[src/rtl/hd_pkg.sv]
// Shared definitions for the SECDED Hamming decoder: widths, status encoding and
// the mapping between data-bit indices and Hamming codeword positions.
package hd_pkg;

  typedef enum logic [1:0] {
    HD_OK  = 2'd0,
    HD_SBE = 2'd1,
    HD_DBE = 2'd2
  } hd_status_e;

  localparam int HD_MAX_M = 11;

  function automatic int hd_m(input int k);
    if (k <= 1)         return 2;
    else if (k <= 4)    return 3;
    else if (k <= 11)   return 4;
    else if (k <= 26)   return 5;
    else if (k <= 57)   return 6;
    else if (k <= 120)  return 7;
    else if (k <= 247)  return 8;
    else if (k <= 502)  return 9;
    else if (k <= 1013) return 10;
    else                return 11;
  endfunction

  function automatic int hd_n(input int k);
    return k + hd_m(k) + 1;
  endfunction

  // 1-based codeword position of data bit idx; powers of two are parity slots.
  function automatic int hd_data_pos(input int idx);
    int pos;
    pos = idx + 1;
    for (int j = 0; j < HD_MAX_M; j++) begin
      if (pos >= (1 << j)) pos++;
    end
    return pos;
  endfunction

  function automatic int hd_syn_to_idx(input int s);
    int cnt;
    cnt = 0;
    for (int j = 0; j < HD_MAX_M; j++) begin
      if ((1 << j) < s) cnt++;
    end
    return s - cnt - 1;
  endfunction

endpackage

[src/rtl/hd_secded_classify.sv]
// Combinational SECDED classification: turns syndrome and overall parity into
// corrected data plus mutually exclusive sbe/dbe flags.
module hd_secded_classify
  import hd_pkg::*;
#(
  parameter int K = 8,
  parameter int M = hd_m(K)
) (
  input  logic [M-1:0] syn,
  input  logic         par,
  input  logic [K-1:0] data,
  output logic [K-1:0] data_corr,
  output logic         sbe,
  output logic         dbe
);

  hd_status_e status;
  int         idx;
  logic       pow2;
  logic       data_hit;
  logic [K-1:0] flip;

  always_comb begin
    idx      = hd_syn_to_idx(int'(syn));
    pow2     = ((syn & (syn - 1'b1)) == '0);
    data_hit = par && (syn != '0) && !pow2 && (idx < K);
  end

  genvar gi;
  generate
    for (gi = 0; gi < K; gi++) begin : g_flip
      assign flip[gi] = data_hit && (idx == gi);
    end
  endgenerate

  // Odd overall parity with a syndrome outside the data range means >=3 flips.
  always_comb begin
    status = HD_OK;
    if (syn == '0)
      status = par ? HD_SBE : HD_OK;
    else if (!par)
      status = HD_DBE;
    else if (pow2 || data_hit)
      status = HD_SBE;
    else
      status = HD_DBE;
  end

  assign data_corr = data ^ flip;
  assign sbe       = (status == HD_SBE);
  assign dbe       = (status == HD_DBE);

endmodule

[src/rtl/hd_secded_top.sv]
// Three-stage SECDED Hamming decoder with valid/ready flow control.
// Optional saturating error counters are built when HD_ERR_CNT_EN is defined.
module hd_secded_top
  import hd_pkg::*;
#(
  parameter  int K  = 8,
  parameter  int CW = 16,
  localparam int M  = hd_m(K),
  localparam int N  = K + M + 1
) (
  input  logic          clk,
  input  logic          rst,
  input  logic [N-1:0]  cin,
  input  logic          cvld,
  output logic          crdy,
  output logic [K-1:0]  dout,
  output logic          dvld,
  input  logic          drdy,
  output logic          sbe,
  output logic          dbe,
  output logic [CW-1:0] sbe_cnt,
  output logic [CW-1:0] dbe_cnt,
  input  logic          cnt_clr
);

  logic         en;
  logic         s1_vld_reg;
  logic [N-1:0] s1_cw_reg;
  logic         s2_vld_reg;
  logic [M-1:0] s2_syn_reg;
  logic         s2_par_reg;
  logic [K-1:0] s2_data_reg;
  logic [K-1:0] dout_reg;
  logic         dvld_reg;
  logic         sbe_reg;
  logic         dbe_reg;

  logic [M-1:0][K-1:0] cov;
  logic [M-1:0]        calc_par;
  logic [M-1:0]        syn_next;
  logic                par_next;
  logic [K-1:0]        corr_data;
  logic                corr_sbe;
  logic                corr_dbe;

  // The whole pipe moves together; it only stalls when a finished word is refused.
  assign en   = !dvld_reg || drdy;
  assign crdy = en;

  genvar gi, gj;
  generate
    for (gi = 0; gi < K; gi++) begin : g_cov_data
      localparam int POS = hd_data_pos(gi);
      for (gj = 0; gj < M; gj++) begin : g_cov_par
        assign cov[gj][gi] = (((POS >> gj) & 1) != 0) && s1_cw_reg[gi];
      end
    end
    for (gj = 0; gj < M; gj++) begin : g_calc_par
      assign calc_par[gj] = ^cov[gj];
    end
  endgenerate

  assign syn_next = s1_cw_reg[K+M-1:K] ^ calc_par;
  assign par_next = ^s1_cw_reg;

  hd_secded_classify #(
    .K (K),
    .M (M)
  ) u_classify (
    .syn       (s2_syn_reg),
    .par       (s2_par_reg),
    .data      (s2_data_reg),
    .data_corr (corr_data),
    .sbe       (corr_sbe),
    .dbe       (corr_dbe)
  );

  always_ff @(posedge clk or negedge rst) begin
    if (!rst) begin
      s1_vld_reg  <= 1'b0;
      s1_cw_reg   <= '0;
      s2_vld_reg  <= 1'b0;
      s2_syn_reg  <= '0;
      s2_par_reg  <= 1'b0;
      s2_data_reg <= '0;
      dout_reg    <= '0;
      dvld_reg    <= 1'b0;
      sbe_reg     <= 1'b0;
      dbe_reg     <= 1'b0;
    end else if (en) begin
      s1_vld_reg  <= cvld;
      s1_cw_reg   <= cin;
      s2_vld_reg  <= s1_vld_reg;
      s2_syn_reg  <= syn_next;
      s2_par_reg  <= par_next;
      s2_data_reg <= s1_cw_reg[K-1:0];
      dout_reg    <= corr_data;
      dvld_reg    <= s2_vld_reg;
      sbe_reg     <= s2_vld_reg && corr_sbe;
      dbe_reg     <= s2_vld_reg && corr_dbe;
    end
  end

  assign dout = dout_reg;
  assign dvld = dvld_reg;
  assign sbe  = sbe_reg;
  assign dbe  = dbe_reg;

`ifdef HD_ERR_CNT_EN
  logic          xfer_out;
  logic [CW-1:0] sbe_cnt_reg;
  logic [CW-1:0] dbe_cnt_reg;

  assign xfer_out = dvld_reg && drdy;

  // Clear wins over a coincident event, which is simply lost.
  always_ff @(posedge clk or negedge rst) begin
    if (!rst) begin
      sbe_cnt_reg <= '0;
      dbe_cnt_reg <= '0;
    end else if (cnt_clr) begin
      sbe_cnt_reg <= '0;
      dbe_cnt_reg <= '0;
    end else begin
      if (xfer_out && sbe_reg && (sbe_cnt_reg != '1))
        sbe_cnt_reg <= sbe_cnt_reg + 1'b1;
      if (xfer_out && dbe_reg && (dbe_cnt_reg != '1))
        dbe_cnt_reg <= dbe_cnt_reg + 1'b1;
    end
  end

  assign sbe_cnt = sbe_cnt_reg;
  assign dbe_cnt = dbe_cnt_reg;
`else
  logic unused_cnt_clr;

  assign unused_cnt_clr = cnt_clr;
  assign sbe_cnt        = '0;
  assign dbe_cnt        = '0;
`endif

endmodule

[config.mk]
export PLATFORM = sky130hd
export DESIGN_NAME = hd_secded_top
export DESIGN_NICKNAME = d
export VERILOG_FILES = /design/src/rtl/hd_pkg.sv /design/src/rtl/hd_secded_classify.sv /design/src/rtl/hd_secded_top.sv
export SDC_FILE = /design/constraint.sdc
export NUM_CORES = 1
export LEC_CHECK = 0
export CAP_MARGIN = 25
export CORE_MARGIN = 4
export CORE_UTILIZATION = 53
export CTS_CLUSTER_DIAMETER = 30
export CTS_CLUSTER_SIZE = 30
export DETAILED_ROUTE_END_ITERATION = 16
export GPL_TIMING_DRIVEN = 0
export PLACE_DENSITY = 0.88
export SYNTH_ARGS = -nofsm -noshare
export SYNTH_HDL_FRONTEND = slang
export SYNTH_SLANG_ARGS = --single-unit
[constraint.sdc]
create_clock -name clk -period 8.9 [get_ports clk]
set_input_delay 1.78 -clock clk [delete_from_list [all_inputs] [get_ports clk]]
set_output_delay 1.78 -clock clk [all_outputs]
set_load 0.005 [all_outputs]
==> After elaboration in Yosys (flattened, before gate mapping) <==
Cells that the tools add are included.
{ "totals": {"regBits": 39, "input_bits": 18, "out_inout_bits": 44, "word_cells": 67} }
{ "classes": {"addsub": 6, "n_lt_le_gt_ge": 5, "eq_ne": 9, "muxes": 8, "bitwise_logic": 3, "reduce_logical": 26} }
{ "ops": {"columns": ["op", "count"], "rows": [
  ["equality test 32 x 4 -> 1 bit (second input constant)", 4],
  ["2-to-1 mux 32 bit", 3],
  ["adder 32 x 2 -> 32 bit (second input constant)", 2],
  ["equality test 32 x 3 -> 1 bit (second input constant)", 2],
  ["equality test 32 x 2 -> 1 bit (second input constant)", 1],
  ["logical NOT 32 bit", 1],
  ["< comparator 32 x 5 -> 1 bit (second input constant)", 1],
  ["XOR reduction 8 bit", 4],
  ["subtractor 32 x 2 -> 32 bit (second input constant)", 1],
  ["subtractor 5 x 32 -> 32 bit", 1],
  ["logical AND 1 bit", 13],
  ["XOR reduction 13 bit", 1],
  ["logical NOT 4 bit", 2],
  ["bitwise XOR 8 bit", 1],
  ["2-to-1 mux 2 bit", 3],
  ["AND 4 bit", 1],
  ["< comparator 1 x 4 -> 1 bit (first input constant)", 1],
  ["< comparator 2 x 4 -> 1 bit (first input constant)", 1],
  ["< comparator 3 x 4 -> 1 bit (first input constant)", 1],
  ["< comparator 4 bit (first input constant)", 1],
  ["nonzero test 4 bit", 1],
  ["subtractor 4 x 1 -> 4 bit (second input constant)", 1],
  ["bitwise XOR 4 bit", 1],
  ["adder 1 x 1 -> 2 bit (second input constant)", 1],
  ["other kinds (5)", 8]
]} }

==> Longest topological paths before layout <==
{ "logic_depth": {"word_depth": 18, "depth_mapped": 19, "ltp_nobuf": 18} }

==> Cells and area by module <==
A second synthesis with hierarchy kept.
{ "hier_totals": {"cells_unflattened": 304, "hier_area_um2": 2625.0} }
{ "modules_own_cells": {"columns": ["mod", "n_inst", "cells_each", "area_per_inst_um2", "seq_area_each_um2"], "rows": [
  ["hd_secded_top", 1, 210, 1890.6, 975.9],
  ["hd_secded_classify", 1, 94, 734.5, 0.0]
]} }

==> Worst setup path before layout <==
OpenSTA, ideal clock, no wires.
{ "synth_path": {"kind": "input -> output", "from": "in drdy", "to": "out crdy", "arrival_ns": 2.427, "required_time_ns": 7.120, "slack_ns": 4.693, "path_stages": 4, "n_path_buf": 2, "path_cell_list": "nor2b_1 -> clkbuf_1 -> inv_1 -> buf_1"} }
{ "synth_via": {"elab_chain_len": 1} }
{ "synth_rtl": {"columns": ["element", "line_no", "source"], "rows": [
  ["from (decl)", "hd_secded_top.sv:18", "input logic drdy,"],
  ["logical OR 1 bit", "hd_secded_top.sv:47", "assign en = !dvld_reg || drdy;"],
  ["to (decl)", "hd_secded_top.sv:15", "output logic crdy,"]
]} }
No other way between the ends.

==> Worst setup path after layout <==
Same ends and word-level chain as after synthesis.

==> reports/summary.txt <==
Register bit total from synthesis -> 39
Tcrit/Tclk final -> 62.19%
CTS H-tree lvls -> 2
Synth Area in Compound Gates -> 9.150%
Pwr Density -> 402.9 nW/um2
Synth top area cells -> dfrtp_1 39%, nand2_1 13%, buf_4 9.7%
Largest register FFs -> 13
Worst setup endpoint -> crdy
Maxcap violations -> 0
Vias in the first global route -> 1943
Detailed router's first-iteration violation count -> 120
CTS tree -> yes
CP Launch Point -> drdy
# Post-CTS Setup Buffers -> 0
Total number of vias -> 1996
Starting Density -> 56.00%
Multiplexer share of the synthesized area -> 0.4022%
Post-layout min period -> 5.535 ns
Post-synth EDFFs -> 0
Req. time, crit path -> 7.12 ns
Hold Path Class -> flip-flop to flip-flop
Utilization after layout -> 68.89%
Register area share after synthesis -> 39.22%
Syn_area_per_cell -> 8.494 um2
Worst setup EP type -> output pin
IO buf count -> 28
Switching Power -> 547.9 uW
Nets -> 388
Clock latency on the worst-skew pair -> 0.30 ns
Arrival time worst endpoint -> 3.75 ns
Adder-cell area share of the yosys netlist -> 6.033%
Post-synth top area share -> 39.22%
Die height -> 76.53 um
ANT nets after route -> 0
Hold Vio Cnt, Final -> 0
Setup violations, final -> 0
Pre-Repair DR Iteration Count -> 4
Mapped Cells -> 293
First-pass GRT wire length -> 9094 um
Combinational power share -> 63.2%
Number of top-level pins -> 62
Num CTS Buffers -> 5
Switching portion of total power -> 44.41%
Outcome -> finished, final reports clean
Clk pin slew, worst setup/hold paths -> 0.08 ns
Max clock buf depth -> 2
Synth area leader -> dfrtp_1
P_leak -> 1.494 nW
Post_cts resized -> 0
Post-Synth Simple-Gate Area -> 19.91%
Core area -> 4444 um2
Maximum clock frequency -> 180.7 MHz
Final wirelength -> 5185 um
Fin. max-slew vios -> 0
Slew headroom -> 45.42%
Peak VDD IR -> 0.2088 mV
Fin Setup TNS -> 0 ns
Initial antenna violation count -> 0
Worst R2R Setup Slack -> 4.30 ns
# DRC -> 0
Placer Congestion -> 0.8470
Die Area -> 5856 um2
Synth Cell Area -> 2489 um2
Clock share of power -> 12.0%
Area Overhead vs Synth -> 23.03%
R2r startpoint -> s2_syn_reg[3]$_DFFE_PN0P_
Grt total ovfl -> 0
Commonest non-fill, non-tap cell in the layout -> nand2_1
Most frequent cells in the layout -> 87 x nand2_1, 39 x dfrtp_1, 34 x conb_1
Ys Warns -> 0
Post-Synth XOR/XNOR Area -> 11.87%
Kind of critical path -> input port to output pin
Antenna Cells -> 0
Seq pwr share -> 24.8%
Most used DFF post-synth -> dfrtp_1
Cell chosen for the clock root -> clkbuf_8
Share of layout cells above drive strength 1 -> 13.57%
Reg-to-reg endpoint -> dout[5]$_DFFE_PN0P_
Largest net degree at the start of global routing -> 40
Hpwl dp -> 3920 um
Internal -> 685.8 uW
Detailed-route wire length per cell -> 12.55 um
# fillers -> 337
Largest family of logic cells by synthesized area -> simple AND/OR/NAND/NOR gates
Clk sink count -> 39
Die width -> 76.53 um
Crit-path max FO -> 10
Post-CTS Hold Buffers -> 0
Pwr Total -> 1.234 mW
Total track usage -> 19.19%
RSZ-0062 raised after global routing -> no
Unique masters post-synth -> 38
Row count -> 24
Vias/cell -> 4.833
Slew @ Worst Pin -> 0.8188 ns
CP Launch Type -> input port
Layout Skew -> 0.008416 ns
Post-synth ARST share -> 100.0%
R2R cell count -> 19
layout make-up:
cell class	instances	area (um2)	area share [%]
multi-input cells	232	1306	42.66
clock inverters	3	43.79	1.430
plain buffers	44	289.0	9.440
clock buffers	5	68.82	2.248
repair buffers	28	275.3	8.991
flip-flops and latches	39	975.9	31.88
well taps	52	65.06	2.125
inverters	10	37.54	1.226
per-layer routing:
metal  GRT usage, %  share of wire, %
met5              0                 0
met3          4.492               5.2
met2          35.41                55
met1          21.34                38
met4          6.884               2.0
worst min-delay path by stage:
stage	startpoint	endpoint	slack (ns)	cells past startpoint
floorplan	s1_vld_reg$_DFFE_PN0P_	s1_vld_reg$_DFFE_PN0P_	0.44	2
global placement	s1_vld_reg$_DFFE_PN0P_	s1_vld_reg$_DFFE_PN0P_	0.45	2
detailed placement	s1_vld_reg$_DFFE_PN0P_	s2_vld_reg$_DFFE_PN0P_	0.47	2
CTS	s1_vld_reg$_DFFE_PN0P_	s2_vld_reg$_DFFE_PN0P_	0.48	2
global route	s1_vld_reg$_DFFE_PN0P_	s2_vld_reg$_DFFE_PN0P_	0.50	2
finish	s1_vld_reg$_DFFE_PN0P_	s2_vld_reg$_DFFE_PN0P_	0.48	2
power groups by stage:
stage                     combinational, mW  sequential [mW]  clock [mW]
final                                 0.779            0.306       0.148
after global placement                0.737            0.303           0
after floorplan                       0.588            0.295           0
after CTS                             0.778            0.305       0.150
after global routing                  0.880            0.314       0.160
after detailed placement              0.771            0.307           0
cell families after synthesis:
group	Yosys count
xor gates and xnor gates	32
and+or+nand+nor	121
DFF	39
AOI/OAI and AO/OA	33
other	2
buffers and inverters	54
muxes	1
adders and majority gates	11
synth_stat cells, types with 2 or more instances:
cell type / count
a21oi_1: 10
o2111a_1: 4
xor2_1: 6
o21ai_0: 7
buf_2: 3
o21ai_1: 2
buf_4: 32
nor2b_1: 2
nor3_1: 9
nand3_1: 6
xnor2_1: 24
clkbuf_1: 8
fa_1: 2
inv_1: 10
a21o_1: 2
conb_1: 2
nor2_1: 12
ha_1: 8
dfrtp_1: 39
nand2_1: 87
worst max-delay path, stage by stage:
cell and delay (ns):
clkdlybuf4s50_1 0.46, nor2b_1 0.04, clkbuf_1 0.20, inv_1 0.22, buf_1 0.45, clkdlybuf4s50_1 0.61
stage by stage:
| step | hold WS (ns) | instance area, um2 | instances | setup slack, ns |
|---|---|---|---|---|
| after floorplan | 0.4386 | 2609 | 325 | 4.693 |
| after detailed placement | 0.4657 | 2949 | 405 | 3.428 |
| final | 0.4763 | 3062 | 413 | 3.365 |
| after global placement | 0.4529 | 2954 | 405 | 3.411 |
| after CTS | 0.4830 | 3062 | 413 | 3.388 |
| after global routing | 0.4981 | 3062 | 413 | 3.267 |
Power figures use the tool's default switching activity.
